File: src/rtl/tic_tac_toe_pkg.sv
// tic_tac_toe_pkg
//   Shared constants for the PS/2 keyboard input path of the tic-tac-toe game.
//   Holds the set-2 scan codes the game reacts to, the cursor direction
//   encodings, the receiver state enum and a scan-code to cell-index helper.
//   No ports: imported by ps2_rx_byte and tic_tac_toe_input_ps2.
package tic_tac_toe_pkg;

   // Set-2 make codes for the digit row '1'..'9'
   localparam logic [7:0] SC_1 = 8'h16;
   localparam logic [7:0] SC_2 = 8'h1E;
   localparam logic [7:0] SC_3 = 8'h26;
   localparam logic [7:0] SC_4 = 8'h25;
   localparam logic [7:0] SC_5 = 8'h2E;
   localparam logic [7:0] SC_6 = 8'h36;
   localparam logic [7:0] SC_7 = 8'h3D;
   localparam logic [7:0] SC_8 = 8'h3E;
   localparam logic [7:0] SC_9 = 8'h46;

   // Control keys and the two prefix bytes
   localparam logic [7:0] SC_ENTER = 8'h5A;
   localparam logic [7:0] SC_ESC   = 8'h76;
   localparam logic [7:0] SC_EXT   = 8'hE0;
   localparam logic [7:0] SC_BRK   = 8'hF0;

   // Arrow keys (only meaningful after an E0 prefix)
   localparam logic [7:0] SC_UP    = 8'h75;
   localparam logic [7:0] SC_DOWN  = 8'h72;
   localparam logic [7:0] SC_LEFT  = 8'h6B;
   localparam logic [7:0] SC_RIGHT = 8'h74;

   // Cursor direction encodings seen by ticTacToeCore
   localparam logic [1:0] DIR_UP    = 2'd0;
   localparam logic [1:0] DIR_DOWN  = 2'd1;
   localparam logic [1:0] DIR_LEFT  = 2'd2;
   localparam logic [1:0] DIR_RIGHT = 2'd3;

   typedef enum logic [1:0] {
      RX_IDLE,
      RX_DATA,
      RX_PARITY,
      RX_STOP
   } rx_state_t;

   // Returns {hit, index}: hit is set when the code is one of the nine digit keys
   function automatic logic [4:0] map_cell(input logic [7:0] code);
      logic [4:0] result;
      result = 5'd0;
      case (code)
         SC_1: result = {1'b1, 4'd0};
         SC_2: result = {1'b1, 4'd1};
         SC_3: result = {1'b1, 4'd2};
         SC_4: result = {1'b1, 4'd3};
         SC_5: result = {1'b1, 4'd4};
         SC_6: result = {1'b1, 4'd5};
         SC_7: result = {1'b1, 4'd6};
         SC_8: result = {1'b1, 4'd7};
         SC_9: result = {1'b1, 4'd8};
         default: result = 5'd0;
      endcase
      return result;
   endfunction

endpackage

File: src/rtl/tic_tac_toe_input_ps2_rx_byte.sv
// ps2_rx_byte
//   Receives device-to-host PS/2 frames (start, 8 data bits LSB first, odd
//   parity, stop) and reports each good byte with a one-cycle strobe.
//   Ports:
//     clock       in   system clock
//     reset       in   asynchronous active-high reset
//     ps2_clk     in   raw PS/2 clock (asynchronous to clock)
//     ps2_dat     in   raw PS/2 data  (asynchronous to clock)
//     rx_byte     out  last received data byte, meaningful with byte_valid
//     byte_valid  out  one-cycle pulse: a frame passed all checks
//     frame_error out  one-cycle pulse: bad start, parity, stop or timeout
module ps2_rx_byte
   import tic_tac_toe_pkg::*;
#(
   parameter int TIMEOUT_CYCLES = 50000
) (
   input  logic       clock,
   input  logic       reset,
   input  logic       ps2_clk,
   input  logic       ps2_dat,
   output logic [7:0] rx_byte,
   output logic       byte_valid,
   output logic       frame_error
);

   localparam int             TW       = $clog2(TIMEOUT_CYCLES);
   localparam logic [TW-1:0]  TMO_LAST = TW'(TIMEOUT_CYCLES - 1);

   logic [1:0]    clk_sync;
   logic [1:0]    dat_sync;
   logic          prev_clk;
   logic          fall;
   logic          sdat;

   rx_state_t     state, state_n;
   logic [7:0]    shift_reg, shift_n;
   logic [2:0]    bit_count, count_n;
   logic          parity_bit, parity_n;
   logic          valid_n, error_n;
   logic [TW-1:0] tmo_count;
   logic          timed_out;

   assign fall      = prev_clk & ~clk_sync[1];
   assign sdat      = dat_sync[1];
   assign timed_out = (tmo_count == TMO_LAST);
   assign rx_byte   = shift_reg;

   // Two-flop synchronizers for both PS/2 lines plus the delayed clock used
   // for falling-edge detection. Everything resets high, the idle bus level,
   // so leaving reset can never look like a clock fall.
   always_ff @(posedge clock or posedge reset) begin
      if (reset) begin
         clk_sync <= 2'b11;
         dat_sync <= 2'b11;
         prev_clk <= 1'b1;
      end else begin
         clk_sync <= {clk_sync[0], ps2_clk};
         dat_sync <= {dat_sync[0], ps2_dat};
         prev_clk <= clk_sync[1];
      end
   end

   // Inactivity timer: restarts on every PS/2 clock fall and only advances
   // while a frame is in progress. It parks at its last value instead of
   // wrapping so a stalled frame is aborted exactly once.
   always_ff @(posedge clock or posedge reset) begin
      if (reset) begin
         tmo_count <= '0;
      end else if (fall || state == RX_IDLE) begin
         tmo_count <= '0;
      end else if (!timed_out) begin
         tmo_count <= tmo_count + 1'b1;
      end
   end

   // Receiver state and datapath registers; the strobes are registered here
   // so byte_valid lands one cycle after the stop-bit fall.
   always_ff @(posedge clock or posedge reset) begin
      if (reset) begin
         state       <= RX_IDLE;
         shift_reg   <= '0;
         bit_count   <= '0;
         parity_bit  <= 1'b0;
         byte_valid  <= 1'b0;
         frame_error <= 1'b0;
      end else begin
         state       <= state_n;
         shift_reg   <= shift_n;
         bit_count   <= count_n;
         parity_bit  <= parity_n;
         byte_valid  <= valid_n;
         frame_error <= error_n;
      end
   end

   // Frame sequencing. Data bits arrive LSB first, so they shift in from the
   // top. A stall anywhere inside a frame overrides the normal transition and
   // throws the partial byte away.
   always_comb begin
      state_n  = state;
      shift_n  = shift_reg;
      count_n  = bit_count;
      parity_n = parity_bit;
      valid_n  = 1'b0;
      error_n  = 1'b0;
      case (state)
         RX_IDLE: begin
            if (fall) begin
               if (!sdat) begin
                  state_n = RX_DATA;
                  count_n = 3'd0;
               end else begin
                  error_n = 1'b1;
               end
            end
         end
         RX_DATA: begin
            if (fall) begin
               shift_n = {sdat, shift_reg[7:1]};
               count_n = bit_count + 3'd1;
               if (bit_count == 3'd7) begin
                  state_n = RX_PARITY;
               end
            end
         end
         RX_PARITY: begin
            if (fall) begin
               parity_n = sdat;
               state_n  = RX_STOP;
            end
         end
         RX_STOP: begin
            if (fall) begin
               state_n = RX_IDLE;
               if (sdat && (^{shift_reg, parity_bit})) begin
                  valid_n = 1'b1;
               end else begin
                  error_n = 1'b1;
               end
            end
         end
         default: state_n = RX_IDLE;
      endcase
      if (state != RX_IDLE && !fall && timed_out) begin
         state_n = RX_IDLE;
         error_n = 1'b1;
      end
   end

endmodule

File: src/rtl/tic_tac_toe_input_ps2.sv
// tic_tac_toe_input_ps2
//   Turns PS/2 set-2 keyboard traffic into one-cycle game commands for
//   ticTacToeCore; the pulses are OR-ed with the debounced button path.
//   Ports:
//     CLOCK             in   system clock (50 MHz)
//     reset             in   asynchronous active-high reset
//     PS2_CLK, PS2_DAT  in   raw PS/2 lines from the connector
//     cell_select       out  cell 0..8 for keys '1'..'9', with cell_select_valid
//     cell_select_valid out  pulse: digit key pressed
//     cursor_move       out  pulse: arrow key pressed
//     cursor_dir        out  0 up, 1 down, 2 left, 3 right, with cursor_move
//     cell_enter        out  pulse: Enter or keypad Enter pressed
//     reset_request     out  pulse: Esc pressed
//     frame_error       out  pulse: receiver rejected or abandoned a frame
module tic_tac_toe_input_ps2
   import tic_tac_toe_pkg::*;
#(
   parameter int TIMEOUT_CYCLES  = 50000,
   parameter bit SUPPRESS_REPEAT = 1'b1
) (
   input  logic       CLOCK,
   input  logic       reset,
   input  logic       PS2_CLK,
   input  logic       PS2_DAT,
   output logic [3:0] cell_select,
   output logic       cell_select_valid,
   output logic       cursor_move,
   output logic [1:0] cursor_dir,
   output logic       cell_enter,
   output logic       reset_request,
   output logic       frame_error
);

   logic [7:0] rx_byte;
   logic       byte_valid;
   logic       rx_error;

   logic       ext, brk;
   logic [8:0] last_make;

   logic [8:0] key;
   logic       is_prefix;
   logic       make_fire;
   logic [4:0] cell_map;
   logic       sel_valid_n, move_n, enter_n, reset_req_n;
   logic [3:0] sel_n;
   logic [1:0] dir_n;

   ps2_rx_byte #(
      .TIMEOUT_CYCLES(TIMEOUT_CYCLES)
   ) u_rx (
      .clock      (CLOCK),
      .reset      (reset),
      .ps2_clk    (PS2_CLK),
      .ps2_dat    (PS2_DAT),
      .rx_byte    (rx_byte),
      .byte_valid (byte_valid),
      .frame_error(rx_error)
   );

   // Decode the byte just received. A make fires unless it is a typematic
   // repeat of the key still held (same extended code as the last make).
   // Keypad Enter shares the plain Enter command; keypad digits/arrows
   // without E0 are deliberately ignored.
   always_comb begin
      key         = {ext, rx_byte};
      is_prefix   = (rx_byte == SC_EXT) || (rx_byte == SC_BRK);
      make_fire   = byte_valid && !is_prefix && !brk &&
                    !(SUPPRESS_REPEAT && (key == last_make));
      cell_map    = map_cell(rx_byte);
      sel_valid_n = make_fire && !ext && cell_map[4];
      sel_n       = cell_map[4] ? cell_map[3:0] : 4'd0;
      enter_n     = make_fire && (rx_byte == SC_ENTER);
      reset_req_n = make_fire && !ext && (rx_byte == SC_ESC);
      move_n      = 1'b0;
      dir_n       = DIR_UP;
      if (make_fire && ext) begin
         case (rx_byte)
            SC_UP:    begin move_n = 1'b1; dir_n = DIR_UP;    end
            SC_DOWN:  begin move_n = 1'b1; dir_n = DIR_DOWN;  end
            SC_LEFT:  begin move_n = 1'b1; dir_n = DIR_LEFT;  end
            SC_RIGHT: begin move_n = 1'b1; dir_n = DIR_RIGHT; end
            default:  begin move_n = 1'b0; dir_n = DIR_UP;    end
         endcase
      end
   end

   // Prefix flags and held-key memory. A receive error abandons any pending
   // E0/F0 prefix but keeps the held key, since the keyboard still holds it.
   always_ff @(posedge CLOCK or posedge reset) begin
      if (reset) begin
         ext       <= 1'b0;
         brk       <= 1'b0;
         last_make <= '0;
      end else if (rx_error) begin
         ext <= 1'b0;
         brk <= 1'b0;
      end else if (byte_valid) begin
         if (rx_byte == SC_EXT) begin
            ext <= 1'b1;
         end else if (rx_byte == SC_BRK) begin
            brk <= 1'b1;
         end else begin
            ext <= 1'b0;
            brk <= 1'b0;
            if (brk) begin
               if (key == last_make) begin
                  last_make <= '0;
               end
            end else if (make_fire) begin
               last_make <= key;
            end
         end
      end
   end

   // Registered command outputs; data fields are zero whenever their strobe
   // is low so the OR with the button path stays clean.
   always_ff @(posedge CLOCK or posedge reset) begin
      if (reset) begin
         cell_select       <= 4'd0;
         cell_select_valid <= 1'b0;
         cursor_move       <= 1'b0;
         cursor_dir        <= 2'd0;
         cell_enter        <= 1'b0;
         reset_request     <= 1'b0;
         frame_error       <= 1'b0;
      end else begin
         cell_select       <= sel_valid_n ? sel_n : 4'd0;
         cell_select_valid <= sel_valid_n;
         cursor_move       <= move_n;
         cursor_dir        <= move_n ? dir_n : 2'd0;
         cell_enter        <= enter_n;
         reset_request     <= reset_req_n;
         frame_error       <= rx_error;
      end
   end

endmodule

File: config.mk
export PLATFORM = sky130hd
export DESIGN_NAME = tic_tac_toe_input_ps2
export DESIGN_NICKNAME = d
export VERILOG_FILES = /design/src/rtl/tic_tac_toe_pkg.sv /design/src/rtl/tic_tac_toe_input_ps2_rx_byte.sv /design/src/rtl/tic_tac_toe_input_ps2.sv
export SDC_FILE = /design/constraint.sdc
export NUM_CORES = 1
export LEC_CHECK = 0
export CAP_MARGIN = 20
export CORE_MARGIN = 2
export CORE_UTILIZATION = 60
export CTS_BUF_LIST = sky130_fd_sc_hd__clkbuf_4 sky130_fd_sc_hd__clkbuf_8
export DETAILED_ROUTE_END_ITERATION = 10
export PLACE_DENSITY = 0.86
export SETUP_SLACK_MARGIN = 0.1
export SLEW_MARGIN = 20
export SYNTH_ARGS = -nofsm -noshare
export SYNTH_HDL_FRONTEND = slang
export SYNTH_SLANG_ARGS = --single-unit
File: constraint.sdc
create_clock -name CLOCK -period 2.7 [get_ports CLOCK]
set_clock_uncertainty 0.15 [all_clocks]
set_input_delay 0.27 -clock CLOCK [delete_from_list [all_inputs] [get_ports CLOCK]]
set_output_delay 0.27 -clock CLOCK [all_outputs]
set_load 0.02 [all_outputs]
==> results of run 1 <==
==> area by class of cell <==
type / instances / area (um2)
multi-input combinational: 204 / 1439
clock buffer: 13 / 160.2
tap: 67 / 83.83
clock inverter: 3 / 15.01
fill: 376 / 1425
sequential: 59 / 1483
timing repair buffer: 18 / 170.2
inverter: 11 / 41.29
==> state kept, by name, indices dropped and copies added (netlist names), 2 cells and up <==
register        flops
u_rx.bit_count      3
cursor_dir          2
cell_select         4
u_rx.rx_byte        8
u_rx.dat_sync       2
u_rx.state          2
u_rx.clk_sync       2
last_make           9
u_rx.tmo_count     16
==> final timing paths <==
| check | start | endpoint | slack [ns] | cells past startpoint |
|---|---|---|---|---|
| setup / recovery | u_rx.rx_byte[5] | last_make[8] | 0.35 | 5 |
| hold / removal | reset | u_rx.state[0] | 0.10 | 2 |
| setup reg to reg | u_rx.rx_byte[5] | last_make[8] | 0.35 | 5 |
| hold reg to reg | u_rx.dat_sync[0] | u_rx.dat_sync[1] | 0.20 | 0 |
| max in group asynchronous | reset | u_rx.clk_sync[0] | 1.64 | 3 |
| min in group CLOCK | PS2_CLK | u_rx.clk_sync[0] | 0.19 | 1 |
==> critical path, delay by kind of cell (launching register included) <==
kind | cells | cell delay [ns]
AO/OA/AOI/OAI | 2 | 0.57
XOR/XNOR | 1 | 0.17
flip-flops | 1 | 0.59
AND/OR/NAND/NOR | 2 | 0.75
==> cells by family (layout without fill, tap and decap cells) <==
logic type / after synthesis / after routing
AOI/OAI and AO/OA: 44 / 44
xor gates and xnor gates: 28 / 28
adders and majority gates: 8 / 8
buffers and inverters: 26 / 45
DFF: 59 / 59
muxes: 10 / 10
and+or+nand+nor: 114 / 114
==> metrics by stage <==
step | hold WS (ns) | instance area (um2) | setup slack [ns]
floorplan | 0.1245 | 3048 | 0.6988
global placement | 0.1969 | 3217 | 0.4705
detailed placement | 0.1972 | 3217 | 0.3870
CTS | 0.1048 | 3392 | 0.3575
global route | 0.1540 | 3392 | 0.2151
finish | 0.1030 | 3392 | 0.3524
==> routing by layer <==
metal	wire, um	global-route usage	up-vias	part of all wire
met1	2471	0.2870	1059	0.44
met5	0	0	-	0
li1	-	-	1044	-
met3	199	0.05221	10	0.036
met4	128	0.1209	0	0.023
met2	2770	0.3606	42	0.50
==> power groups by stage <==
stage / clock network (mW) / registers, mW / logic, mW
3_5_place_dp: 0 / 1.30 / 0.982
2_1_floorplan: 0 / 1.16 / 0.933
3_3_place_gp: 0 / 1.29 / 0.944
5_1_grt: 0.764 / 1.32 / 1.10
4_1_cts: 0.731 / 1.29 / 0.991
6_report: 0.712 / 1.29 / 0.986
==> cell usage in the layout (no fill, tap or decap), drive strengths merged, types with 2 or more instances in the layout <==
cell           netlist  final
dfrtp               54     54
nor2                26     26
nand2               17     17
xnor2               16     16
nor2b               15     15
clkdlybuf4s50        0     14
o21ai               13     13
clkbuf               6     13
xor2                11     11
inv                 11     11
a21oi               10     10
nand3                9      9
ha                   8      8
nor3                 8      8
nand4                7      7
mux2                 7      7
nor4b                6      6
a221o                6      6
nor4                 6      6
dfstp                5      5
or3                  4      4
buf                  9      4
nand2b               3      3
a22o                 3      3
mux2i                3      3
clkinv               0      3
and3                 2      2
or3b                 2      2
a2bb2oi              2      2
o21bai               2      2
or4b                 2      2
==> results.txt, run 1 <==
Syn-to-layout area delta - 11.29%
CTS tree - yes
Skew-Pair Late Insertion Delay - 0.34 ns
total power draw - 2.993 mW
Synth warnings - 0
Async SR Flop Fraction - 1.000
fmax - 426.0 MHz
WP data required - 2.77 ns
Max VDD drop - 0.0005297 V
maximum number of pins on one net before global-route repair - 22
Die X - 75.28 um
Mapped Cells - 289
synthesized cell area - 3048 um2
nets@finish - 315
antenna violations before repair - 0
Post-synth EDFFs - 0
area share of the largest cell type after synthesis - 0.4433
clk buf depth - 2
critical-path cell list - xnor2_1 > nand4_1 > nor3_4 > o21bai_4 > a221o_1
total negative slack - 0 ns
leading area contributor after synthesis - dfrtp_1
Avg Synthesized Cell Area - 10.55 um2
Synth Area in Compound Gates - 0.1022
Synth Register Bits - 59
syn_nets - 301
die height - 75.28 um
Final Wtd Congestion - 0.9307
H-tree levels - 3
worst hold path type - in -> async
Port Buf Inserts - 14
clock share of power - 0.238
final std cells w/o fill - 375
Max transition margin - 0.5562
Layout Utilization - 0.7042
final number of hold-violating endpoints - 0
CTS Sinks - 59
outcome - completed
cts bufs inserted - 9
total grt overflow - 0
clk slew on worst S/H paths - 0.06 ns
Detailed Place HPWL - 3898 um
measured slew at the worst slew-check pin - 0.6635 ns
Leakage Power - 1.464 nW
WL/cell - 14.85 um
minimum clock period after layout - 2.348 ns
share of power burned in registers - 0.433
Ant. Diodes - 0
Via density - 5.747
most used flip-flop cell after synthesis - dfrtp_1
Data arrival, critical path - 2.42 ns
RSZ-0062 raised after global routing - false
die area - 5666 um2
largest family of logic cells by synthesized area - simple AND/OR/NAND/NOR gates
critical path class - reg -> reg
Synth area leaders - dfrtp_1 44%, xnor2_1 4.6%, dfstp_2 4.3%
crit share post-route - 0.8695
first-pass GRT wire length - 9453 um
post-synthesis mux area share - 0.03571
vias in the first global route - 2075
CP Max Fanout - 18
DRC Markers - 0
ratio of cells with drive above 1 in the final layout - 0.1299
post-synthesis adder-cell area fraction - 0.03284
synth cell count leaders - 54 x dfrtp_1, 26 x nor2_1, 17 x nand2_1
Initial Utilization - 0.6327
Sw Ratio - 0.3586
Synth cell types - 52
GR Util All Layers - 0.2258
Placed Cells incl. Taps - 359
Starting DRT DRC Count - 170
core box area - 4817 um2
Post-Synth XOR/XNOR Area - 0.08498
simple-gate share of the synthesized area - 0.2163
pwr dens - 882.3 nW/um2
hold-fix buffers at CTS - 0
max-cap viol count - 0
DRT Pass-1 Iters - 6
critical path's slowest cell - dfrtp_1
P_sw - 1.073 mW
via total after detailed routing - 2155
internal power - 1.920 mW
final setup vio count - 0
routed wire length - 5569 um
Crit path largest cell delay - 0.59 ns
combinational share of power - 0.329
crit start category - flop
cell row count - 25
PostCTS Resize Cnt - 0
clk root buf - clkbuf_8
Slew Limit Fails - 0
I/O pin total - 15
CP Capture Type - flop
Setup Buffers After CTS - 0
register area share after synthesis - 0.4865
count leader, synth - dfrtp_1
antenna-violating nets left - 0
(Power assumes the default switching activity.)
==> run 2: changes to the inputs <==
--- a/config.mk
+++ b/config.mk
@@ -6,7 +6,6 @@
 export NUM_CORES = 1
 export LEC_CHECK = 0
 export CAP_MARGIN = 20
-export CORE_MARGIN = 2
 export CORE_UTILIZATION = 60
 export CTS_BUF_LIST = sky130_fd_sc_hd__clkbuf_4 sky130_fd_sc_hd__clkbuf_8
 export DETAILED_ROUTE_END_ITERATION = 10
==> run 2 against run 1 <==
Global-route usage is 1.9 points higher; sequential share of layout area shrank 0.71 points; setup slack got worse by 0.055 ns; critical path depth unchanged; combinational power barely moved; design area is 1.7% higher; hold slack improved by 0.027 ns; die area decreased by 5.2%; flip-flop and latch count unchanged; clock power grew 30%; critical endpoint is now last_make[3]; power rose by 7.2%.
==> results.txt, run 2 (synthesis gave the netlist of run 1 again) <==
critical path class - reg -> reg
DRC Markers - 0
I/O pin total - 15
final setup margin - 0.2973 ns
Setup Buffers After CTS - 0
vias in the first global route - 2144
outcome - completed
die height - 73.28 um
ratio of cells with drive above 1 in the final layout - 0.1299
post-placement setup slack - 0.3427 ns
CTS Sinks - 59
Initial Utilization - 0.6327
share of power burned in registers - 0.403
Detailed Place HPWL - 3819 um
DRT Pass-1 Iters - 5
combinational share of power - 0.308
critical path's slowest cell - dfrtp_1
clk root buf - clkbuf_8
hold-fix buffers at CTS - 0
first-pass GRT wire length - 9701 um
nets@finish - 315
Leakage Power - 1.482 nW
WL/cell - 14.90 um
Max VDD drop - 0.0006878 V
internal power - 2.115 mW
H-tree levels - 3
cell row count - 25
Ant. Diodes - 0
Port Buf Inserts - 14
Skew-Pair Late Insertion Delay - 0.34 ns
Sw Ratio - 0.3409
total negative slack - 0 ns
crit start category - flop
P_sw - 1.094 mW
antenna violations before repair - 0
Die X - 73.28 um
antenna-violating nets left - 0
Final Wtd Congestion - 0.8866
CP Capture Type - flop
CTS tree - yes
clock share of power - 0.289
most common cell after layout, fill and taps aside - dfrtp_1
maximum number of pins on one net before global-route repair - 28
routed wire length - 5588 um
die area - 5369 um2
clk buf depth - 2
final std cells w/o fill - 375
worst hold path type - in -> async
Via density - 5.736
final number of hold-violating endpoints - 0
Max transition margin - 0.5481
WP data required - 2.77 ns
number of flip-flops in the largest register - 16
Data arrival, critical path - 2.48 ns
clk slew on worst S/H paths - 0.07 ns
Placed Cells incl. Taps - 359
worst reg2reg setup slack - 0.30 ns
commonest non-fill, non-tap cells in the layout - 54 x dfrtp_1, 26 x nor2_1, 17 x nand2_1
minimum clock period after layout - 2.403 ns
total power draw - 3.209 mW
crit share post-route - 0.8899
measured slew at the worst slew-check pin - 0.6756 ns
critical-path cell list - xnor2_1 > nand4_1 > nor3_4 > o21bai_4 > a221o_1
max-cap viol count - 0
GR Util All Layers - 0.2448
largest reg by FF count - u_rx.tmo_count
PostCTS Resize Cnt - 0
Syn-to-layout area delta - 13.14%
Slew Limit Fails - 0
fmax - 416.2 MHz
CP Max Fanout - 18
core box area - 4817 um2
RSZ-0062 raised after global routing - false
final setup vio count - 0
cts bufs inserted - 9
via total after detailed routing - 2151
Starting DRT DRC Count - 291
Crit path largest cell delay - 0.61 ns
pwr dens - 930.7 nW/um2
Layout Utilization - 0.7158
total grt overflow - 0
[run 2: worst paths after layout]
kind	start	endpoint	depth (start not counted)
worst min register to register	u_rx.dat_sync[0]	u_rx.dat_sync[1]	0
max in group asynchronous	reset	u_rx.prev_clk	3
worst max-delay path	u_rx.rx_byte[5]	last_make[3]	5
worst min-delay path	reset	u_rx.state[0]	2
worst max register to register	u_rx.rx_byte[5]	last_make[3]	5
min in group CLOCK	PS2_DAT	u_rx.dat_sync[0]	1
[run 2: per-stage QoR]
step                      hold WS [ns]  area [um2]
after global routing            0.1765        3448
final                           0.1301        3448
after floorplan                 0.1245        3048
after detailed placement        0.1968        3217
after CTS                       0.1443        3448
after global placement          0.1959        3217
[run 2: power by group through the flow]
stage	Combinational (mW)	Sequential, mW	Clock [mW]
finish	0.989	1.29	0.928
global route	1.09	1.32	0.976
CTS	0.994	1.28	0.942
detailed placement	0.982	1.30	0
global placement	0.952	1.29	0
floorplan	0.933	1.16	0
[run 2: final cells by class]
cell class | count | area, um2
clock buffers | 12 | 158.9
clock inverters | 4 | 72.57
fillers | 354 | 1369
inverters | 11 | 41.29
multi-input cells | 204 | 1439
flip-flops and latches | 59 | 1483
well taps | 67 | 83.83
repair buffers | 18 | 170.2
[run 2: per-layer routing]
layer  wire length (um)  global-route usage  vias to the layer above
met2               2653              0.3735                       54
met1               2613              0.3247                     1045
met5                  0                   0                        -
li1                   -                   -                     1044
met4                110              0.1351                        0
met3                211             0.05624                        8
[run 2: worst max-delay path: cells and delay by family (launching register included)]
kind	cells	cell delay, ns
flops	1	0.61
xor+xnor	1	0.17
simple gates	2	0.78
compound gates	2	0.57
